$ cat config.mk
export PLATFORM = sky130hd
export DESIGN_NAME = credit_sched
export DESIGN_NICKNAME = d
export VERILOG_FILES = /design/src/rtl/credit_sched_pkg.sv /design/src/rtl/credit_sched_counter.sv /design/src/rtl/credit_sched.sv
export SDC_FILE = /design/constraint.sdc
export NUM_CORES = 1
export LEC_CHECK = 0
export ABC_AREA = 1
export CORE_UTILIZATION = 30
export DETAILED_ROUTE_END_ITERATION = 7
export PLACE_DENSITY = 0.6
export SYNTH_ARGS = -nofsm -noshare
export SYNTH_HDL_FRONTEND = slang
export SYNTH_HIERARCHICAL = 1
export SYNTH_SLANG_ARGS = --single-unit
$ cat constraint.sdc
create_clock -name clk -period 4.7 [get_ports clk]
set_input_delay 0.705 -clock clk [delete_from_list [all_inputs] [get_ports clk]]
set_output_delay 0.705 -clock clk [all_outputs]
set_load 0.05 [all_outputs]
$ cat src/rtl/credit_sched_pkg.sv
// Shared types and default sizing for the credit scheduler.
// Used by credit_counter and credit_sched (optional CREDIT_SCHED_AGING_EN lives in the top).
package credit_sched_pkg;

    localparam int NUM_REQ_DEF   = 4;
    localparam int WIDTH_DEF     = 4;
    localparam int AMT_W_DEF     = 2;
    localparam int AGE_LIMIT_DEF = 8;

    typedef logic [WIDTH_DEF-1:0] credit_t;
    typedef logic [AMT_W_DEF-1:0] amt_t;

    localparam credit_t CREDIT_MAX = '1;

endpackage

$ cat src/rtl/credit_sched_counter.sv
// Saturating up/down credit register with sticky return-overflow flag.
// Reinit reloads from initial_value and ignores returns that cycle.
module credit_counter
    import credit_sched_pkg::*;
#(
    parameter int WIDTH = WIDTH_DEF,
    parameter int AMT_W = AMT_W_DEF
) (
    input  logic             clk,
    input  logic             rst,
    input  logic             reinit,
    input  logic [WIDTH-1:0] initial_value,
    input  logic             dec_valid,
    input  logic [AMT_W-1:0] dec_amt,
    input  logic             ret_valid,
    input  logic [AMT_W-1:0] ret_amt,
    output logic [WIDTH-1:0] value,
    output logic [WIDTH-1:0] value_next,
    output logic             ovf
);

    logic [WIDTH:0]   w_sum;
    logic             w_ovf_set;
    logic [WIDTH-1:0] r_value;
    logic             r_ovf;

    // Next count: dec never exceeds value (grant requires eligibility), so only the top can overflow.
    always_comb begin
        w_sum      = {1'b0, r_value};
        w_ovf_set  = 1'b0;
        value_next = r_value;
        if (reinit) begin
            value_next = initial_value;
        end else begin
            w_sum = {1'b0, r_value}
                  - (dec_valid ? (WIDTH+1)'(dec_amt) : {(WIDTH+1){1'b0}})
                  + (ret_valid ? (WIDTH+1)'(ret_amt) : {(WIDTH+1){1'b0}});
            if (w_sum[WIDTH]) begin
                value_next = {WIDTH{1'b1}};
                w_ovf_set  = 1'b1;
            end else begin
                value_next = w_sum[WIDTH-1:0];
            end
        end
    end

    // Credit and overflow registers.
    always_ff @(posedge clk) begin
        if (!rst) begin
            r_value <= initial_value;
            r_ovf   <= 1'b0;
        end else begin
            r_value <= value_next;
            r_ovf   <= reinit ? 1'b0 : (r_ovf | w_ovf_set);
        end
    end

    assign value = r_value;
    assign ovf   = r_ovf;

endmodule

$ cat src/rtl/credit_sched.sv
// Round-robin credit scheduler: grants one eligible requester per cycle against a credit pool.
// Define CREDIT_SCHED_AGING_EN to add per-requester wait counters and starvation priority.
module credit_sched
    import credit_sched_pkg::*;
#(
    parameter int NUM_REQ   = NUM_REQ_DEF,
    parameter int WIDTH     = WIDTH_DEF,
    parameter int AMT_W     = AMT_W_DEF,
    parameter int AGE_LIMIT = AGE_LIMIT_DEF
) (
    input  logic                     clk,
    input  logic                     rst,
    input  logic                     reinit,
    input  logic [WIDTH-1:0]         initial_value,
    input  logic [NUM_REQ-1:0]       req_valid,
    input  logic [NUM_REQ*AMT_W-1:0] req_amt,
    output logic [NUM_REQ-1:0]       req_ready,
    input  logic                     ret_valid,
    input  logic [AMT_W-1:0]         ret_amt,
    output logic [WIDTH-1:0]         value,
    output logic [WIDTH-1:0]         value_next,
    output logic                     ovf,
    output logic [NUM_REQ-1:0]       starved
);

    localparam int IDX_W = (NUM_REQ > 1) ? $clog2(NUM_REQ) : 1;

    logic [IDX_W-1:0]   r_ptr;
    logic [NUM_REQ-1:0] w_eligible;
    logic [NUM_REQ-1:0] w_cand;
    logic [NUM_REQ-1:0] w_grant;
    logic [IDX_W-1:0]   w_grant_idx;
    logic [NUM_REQ-1:0] w_ready;
    logic [AMT_W-1:0]   w_grant_amt;
    logic               w_found;

    // Eligibility uses the registered count only, so same-cycle returns cannot help.
    always_comb begin
        w_eligible = '0;
        for (int i = 0; i < NUM_REQ; i++) begin
            w_eligible[i] = req_valid[i] && (WIDTH'(req_amt[i*AMT_W +: AMT_W]) <= value);
        end
    end

`ifdef CREDIT_SCHED_AGING_EN
    localparam int AGE_W = $clog2(AGE_LIMIT + 1);

    logic [AGE_W-1:0]   r_age [NUM_REQ];
    logic [AGE_W-1:0]   w_age_next [NUM_REQ];
    logic [NUM_REQ-1:0] r_starved;
    logic [NUM_REQ-1:0] w_starve_pick;
    logic               w_pick_done;

    // Lowest-index starved requester becomes the sole candidate.
    always_comb begin
        w_starve_pick = '0;
        w_pick_done   = 1'b0;
        for (int i = 0; i < NUM_REQ; i++) begin
            if (r_starved[i] && !w_pick_done) begin
                w_starve_pick[i] = 1'b1;
                w_pick_done      = 1'b1;
            end else begin
                w_starve_pick[i] = 1'b0;
            end
        end
        w_cand = w_pick_done ? (w_eligible & w_starve_pick) : w_eligible;
    end

    // Wait counters: count ungranted valid cycles, saturating at the starvation limit.
    always_comb begin
        for (int i = 0; i < NUM_REQ; i++) begin
            if (w_ready[i] || !req_valid[i]) begin
                w_age_next[i] = '0;
            end else if (r_age[i] < AGE_W'(AGE_LIMIT)) begin
                w_age_next[i] = r_age[i] + AGE_W'(1);
            end else begin
                w_age_next[i] = r_age[i];
            end
        end
    end

    // Age and starvation registers.
    always_ff @(posedge clk) begin
        for (int i = 0; i < NUM_REQ; i++) begin
            if (!rst || reinit) begin
                r_age[i]     <= '0;
                r_starved[i] <= 1'b0;
            end else begin
                r_age[i]     <= w_age_next[i];
                r_starved[i] <= (w_age_next[i] == AGE_W'(AGE_LIMIT));
            end
        end
    end

    assign starved = r_starved;
`else
    assign w_cand  = w_eligible;
    assign starved = '0;
`endif

    // Round-robin search starting one past the last granted index.
    always_comb begin
        w_grant     = '0;
        w_grant_idx = r_ptr;
        w_found     = 1'b0;
        for (int k = 0; k < NUM_REQ; k++) begin
            if (!w_found && w_cand[(int'(r_ptr) + 1 + k) % NUM_REQ]) begin
                w_found     = 1'b1;
                w_grant_idx = IDX_W'((int'(r_ptr) + 1 + k) % NUM_REQ);
                w_grant[(int'(r_ptr) + 1 + k) % NUM_REQ] = 1'b1;
            end else begin
                w_found = w_found;
            end
        end
        w_ready     = (rst && !reinit) ? w_grant : '0;
        w_grant_amt = req_amt[int'(w_grant_idx)*AMT_W +: AMT_W];
    end

    // Pointer moves only on an actual transfer.
    always_ff @(posedge clk) begin
        if (!rst) begin
            r_ptr <= IDX_W'(NUM_REQ - 1);
        end else if (|w_ready) begin
            r_ptr <= w_grant_idx;
        end else begin
            r_ptr <= r_ptr;
        end
    end

    assign req_ready = w_ready;

    credit_counter #(
        .WIDTH (WIDTH),
        .AMT_W (AMT_W)
    ) u_credit_counter (
        .clk           (clk),
        .rst           (rst),
        .reinit        (reinit),
        .initial_value (initial_value),
        .dec_valid     (|w_ready),
        .dec_amt       (w_grant_amt),
        .ret_valid     (ret_valid),
        .ret_amt       (ret_amt),
        .value         (value),
        .value_next    (value_next),
        .ovf           (ovf)
    );

endmodule

; After elaboration in Yosys (flattened, before gate mapping)
; Cells that the tools add are included.
[classes]
n_bitwise = 9
mux = 39
magnitude_cmp = 12
n_addsub = 6
shift = 1
reduce_logical = 22
[op_table]
columns = cell, count
row1 = two-way mux 4 bit, 8
row2 = two-way mux 1 bit, 17
row3 = <= comparator 2 x 4 -> 1 bit, 4
row4 = less-than comparator 3 x 4 -> 1 bit (second input constant), 4
row5 = >= comparator 3 x 1 -> 1 bit (second input constant), 4
row6 = logical AND 1 bit, 12
row7 = two-way mux 2 bit, 6
row8 = OR 4 bit, 3
row9 = OR reduction 2 bit, 5
row10 = binary-select mux 1 bit (select 2 bit), 4
row11 = demux 1 bit (select 2 bit), 4
row12 = indexed part select 8 x 4 -> 2 bit, 1
row13 = adder 5 bit, 1
row14 = subtractor 4 x 5 -> 5 bit, 1
row15 = adder 2 x 1 -> 2 bit (second input constant), 2
row16 = adder 2 bit (second input constant), 2
row17 = bitwise AND 1 bit (first input constant), 4
row18 = zero test 1 bit, 4
row19 = OR reduction 4 bit, 1
row20 = inverter 1 bit, 1
row21 = OR 1 bit, 1
[totals]
regBits = 7
inputBits = 22
output_inout_bits = 17

; Longest topological paths before layout
[logic_depth]
depth_word = 24
depth_mapped = 31
ltp_nobuf = 31

; Cells and area by module
; Netlist, hierarchy kept.
[by_module_without_submodules]
columns = mod, n_inst, cells_each, area_per_inst_um2
row1 = credit_sched, 1, 174, 982.2
row2 = credit_counter, 1, 82, 496.7

; Worst setup path before layout
; OpenSTA, ideal clock, no wires.
[synth_path]
path_type = reg-to-output
from = reg u_credit_counter.r_value[1], in the netlist u_credit_counter/value[1]
to = out value_next[3]
path_slack_ns = -0.220
path_stages_with_launch = 28
t_arrival_ns = 4.215
required_time_ns = 3.995
path_cell_list = dfxtp_1 inv_1 ha_1 nand2_1 nand2_1 clkinv_1 nand2_1 nand3_2 nand2_1 nand2_1 nand2_2 nand3_4 nand2_4 xor2_4 inv_2 or2_0 nand3_1 nand2_1 nand2_1 fa_1 fa_1 nand2_1 nand2_1 nand3_1 nand2_1 nand2_1 nand2_1 nand2_1
[synth_between]
word_cells_on_any_way = 48
classes_between = add/sub (2) / order compare (4) / shift (1) / mux (27) / bitwise (3) / reduce/logical (11)
[synth_rtl]
columns = element, line
row1 = "start, declared", credit_sched_counter.sv:24  ; logic [WIDTH-1:0] r_value;
row2 = "start signal, assigned", credit_sched_counter.sv:50  ; r_value <= initial_value;
row3 = "start signal, assigned", credit_sched_counter.sv:53  ; r_value <= value_next;
row4 = <= comparator 2 x 4 -> 1 bit, credit_sched.sv:41  ; w_eligible[i] = req_valid[i] && (WIDTH'(req_amt[i*AMT_W +: AMT_W]) <= value);
row5 = logical AND 1 bit, credit_sched.sv:41
row6 = binary-select mux 1 bit (select 2 bit), credit_sched.sv:107  ; if (!w_found && w_cand[(int'(r_ptr) + 1 + k) % NUM_REQ]) begin
row7 = two-way mux 1 bit (implied by the code) (2 in a row), credit_sched.sv:107
row8 = two-way mux 1 bit, credit_sched.sv:107
row9 = zero test 1 bit, credit_sched.sv:107
row10 = logical AND 1 bit, credit_sched.sv:107
row11 = two-way mux 1 bit, credit_sched.sv:107
row12 = [... 5 more ...], -
row13 = two-way mux 2 bit *, credit_sched.sv:107
row14 = indexed part select 8 x 4 -> 2 bit *, credit_sched.sv:116  ; w_grant_amt = req_amt[int'(w_grant_idx)*AMT_W +: AMT_W];
row15 = named net w_grant_amt[1], credit_sched.sv:34  ; logic [AMT_W-1:0] w_grant_amt;
row16 = two-way mux 2 bit *, credit_sched_counter.sv:36  ; - (dec_valid ? (WIDTH+1)'(dec_amt) : {(WIDTH+1){1'b0}})
row17 = subtractor 4 x 5 -> 5 bit *, credit_sched_counter.sv:36
row18 = adder 5 bit *, credit_sched_counter.sv:37  ; + (ret_valid ? (WIDTH+1)'(ret_amt) : {(WIDTH+1){1'b0}});
row19 = two-way mux 4 bit *, credit_sched_counter.sv:38  ; if (w_sum[WIDTH]) begin
row20 = two-way mux 4 bit *, credit_sched_counter.sv:32  ; if (reinit) begin
row21 = "end, declared", credit_sched.sv:21  ; output logic [WIDTH-1:0] value_next,
; The timed path passes the listed nets; every way through them passes the cells marked *. The select of a mux whose other input is x is not followed.

; Worst setup path after layout
; Same ends and word-level chain as after synthesis.

==> out/metrics.cfg <==
[setup_path]
endpoint_kind=output pin
crit_arrival_ps=4200
cp_data_required_time_ps=3990
start_kind=flip-flop
criticalPathCategory=flip-flop to output pin
cp_max_fo=4

[timing]
hold_viol=0
fin_crit_sh_pct=104
setup_ws_ps=-210
drv_slew=0
tightest_slew_ps=517
setup_viol=4
max_freq_ghz=0.204
rsz0062_at_grt=true
period_minus_slack_ps=4910
fin_skew_ps=0.946
relSlewSlack_pct=65.4

[floorplan]
rows=25
start_util_pct=31.3
die_h_um=72.2
die_x_um=72.2
die_area_sq_um=5210
core_sq_um=4720
io_pins=39

[detailed_routing]
drtPass1Iterations=4
wl_per_cell_um=10.9
drcViolationCount=0
vias=1749
postRouteAntennaNets=0
wirelength_um=4380
vias_per_cell=4.37
drt_first_iter_violations=50

[layout]
final_cells=400
fin_nets=379
drive_above_1_share_pct=43.5
diodes=0
area_delta_synth_final_pct=79.3

[yosys]
syn_inst=256
synth-simple-area-share_pct=46.3
avgSynthCellArea_sq_um=5.78
syn_area_sq_um=1480
synthAdderAreaFrac_pct=20.5
yosys.cell_types.count=25
synth-seq-cells=7
synth-compound-area-share_pct=6.94
yosysSeqAreaShare_pct=9.48
synthArstFlopShare_pct=0
synth_top_family_by_area=simple AND/OR/NAND/NOR gates
synthTopCellsByArea=nand2_1 (20%), ha_1 (18%), inv_1 (11%)
synth_xor_area_share_pct=1.86
synth_mux_area_share_pct=0
yosys.area.top_type_share_pct=20.3
synthFlopType=dfxtp_1
yosys.cell_count.top_type=nand2_1
synth_common_cells=nand2_1 (80), inv_1 (45), nand3_1 (28), nor2_1 (28), ha_1 (21)
yosysWarnings=6
synth_top_cell_by_area=nand2_1
synth_enable_flop_cells=0

[clock_network]
cts-buffers-inserted=3
clkTransAtPathRegs_ps=40
cts_buffer_depth=2
htreeDepth=1
clk_latency_ps=230
root_buffer=clkbuf_8
holdBufCountCts=0
cts_tree=yes
cts.sinks=7

[place]
gp_congestion=0.793
pre_cts_slack_ps=-689
numPortBuffers=34
dpl.hpwl_um=3180
dp_cells=383

[power]
leakage_nw=1.37
power.density_nw_per_um2=612
ir_drop_mv=0.555

[min_path]
min_path_type=flip-flop to flip-flop

[grt]
grt_pass1_wl_um=7070
antenna_found_initial=0
grt_usage_pct=16.9
grt_pass1_vias=1679
grt_max_degree=9
grt_overflow=0

[run_status]
violations=negative setup slack
status=finished with violations

[job]
maxCapViolCount=0

[cell families (layout without fill, tap and decap cells)]
group	count (synthesis)	after routing
buffers and inverters	54	128
adder cells (fa/ha/maj)	23	23
AO/OA/AOI/OAI	19	19
AND/OR/NAND/NOR	151	151
flip-flops	7	7
other	1	4
XOR/XNOR	1	1
[placed cells by master (no fill, tap or decap), drive strengths merged]
cell / count
clkdlybuf4s50: 22
fa: 2
ha: 21
a21oi: 5
conb: 4
xor2: 1
nand2: 84
nor2: 30
inv: 47
dfxtp: 7
o21ai: 11
or2: 3
nand3: 34
o21bai: 3
buf: 52
clkinv: 2
clkinvlp: 1
clkbuf: 4
[per-layer routing]
metal	GRT usage [%]	wire, um
met4	2.61	61
met2	30.9	2240
met1	21.1	1950
met3	2.36	134
met5	0	0
[state kept, by name (all words and copies together), names as in the netlist]
| signal | cells |
|---|---|
| u_credit_counter/value | 4 |
| u_credit_counter/ovf | 1 |
| r_ptr | 2 |
[critical path, cell delays in order (launching register included)]
cell	delay [ps]
dfxtp_2	350
clkinvlp_4	210
ha_4	340
inv_2	30
o21bai_1	160
nand2_2	110
nand3_4	90
nand2_4	60
buf_4	120
buf_4	120
buf_4	120
a21oi_2	140
o21ai_2	80
a21oi_2	170
nand3_1	90
nand2_1	90
nand2_2	60
fa_1	540
fa_2	460
nand2_2	110
nand2_4	60
nand3_2	70
nand2_2	50
nand2_2	80
nand2_2	50
nand2_2	70
buf_12	130
[power by group]
part	switching, mW	internal (mW)
Sequential	0.0255	0.0778
Combinational	0.809	0.626
Clock	0.0256	0.0586
[repair_timing]
| item | 4_1_cts | 5_1_grt |
|---|---|---|
| gates resized for setup | 84 | 45 |
| pin swaps | 36 | 34 |
| setup endpoints to repair | 4 | 4 |
| setup buffers | 7 | 6 |
[cell type report]
type / instances / area [sq um]
Fill cell: 434 / 2070
Sequential cell: 7 / 143
Multi-Input combinational cell: 198 / 1490
Tap cell: 67 / 83.8
Clock buffer: 4 / 45.0
Timing Repair Buffer: 74 / 697
Inverter: 50 / 194
[through the flow]
step	area, sq um	setup TNS [ps]	util [%]	hold WS, ps	power (mW)
global placement	2130	-2500	45.1	444	1.19
CTS	2430	-66.9	51.4	457	1.41
detailed placement	2130	-2660	45.1	447	1.19
floorplan	1490	0	-	517	0.832
global route	2650	-1880	56.1	470	1.77
finish	2650	-738	56.1	459	1.62
[path summary, 6_finish.rpt]
kind                          endpoint  slack [ps]                      start  depth (start not counted)
max                      value_next[3]        -210  u_credit_counter/value[1]                         26
max reg2reg  u_credit_counter/value[0]         650  u_credit_counter/value[1]                         25
min reg2reg       u_credit_counter/ovf         460       u_credit_counter/ovf                          2
min               u_credit_counter/ovf         460       u_credit_counter/ovf                          2
(Power assumes the default switching activity.)
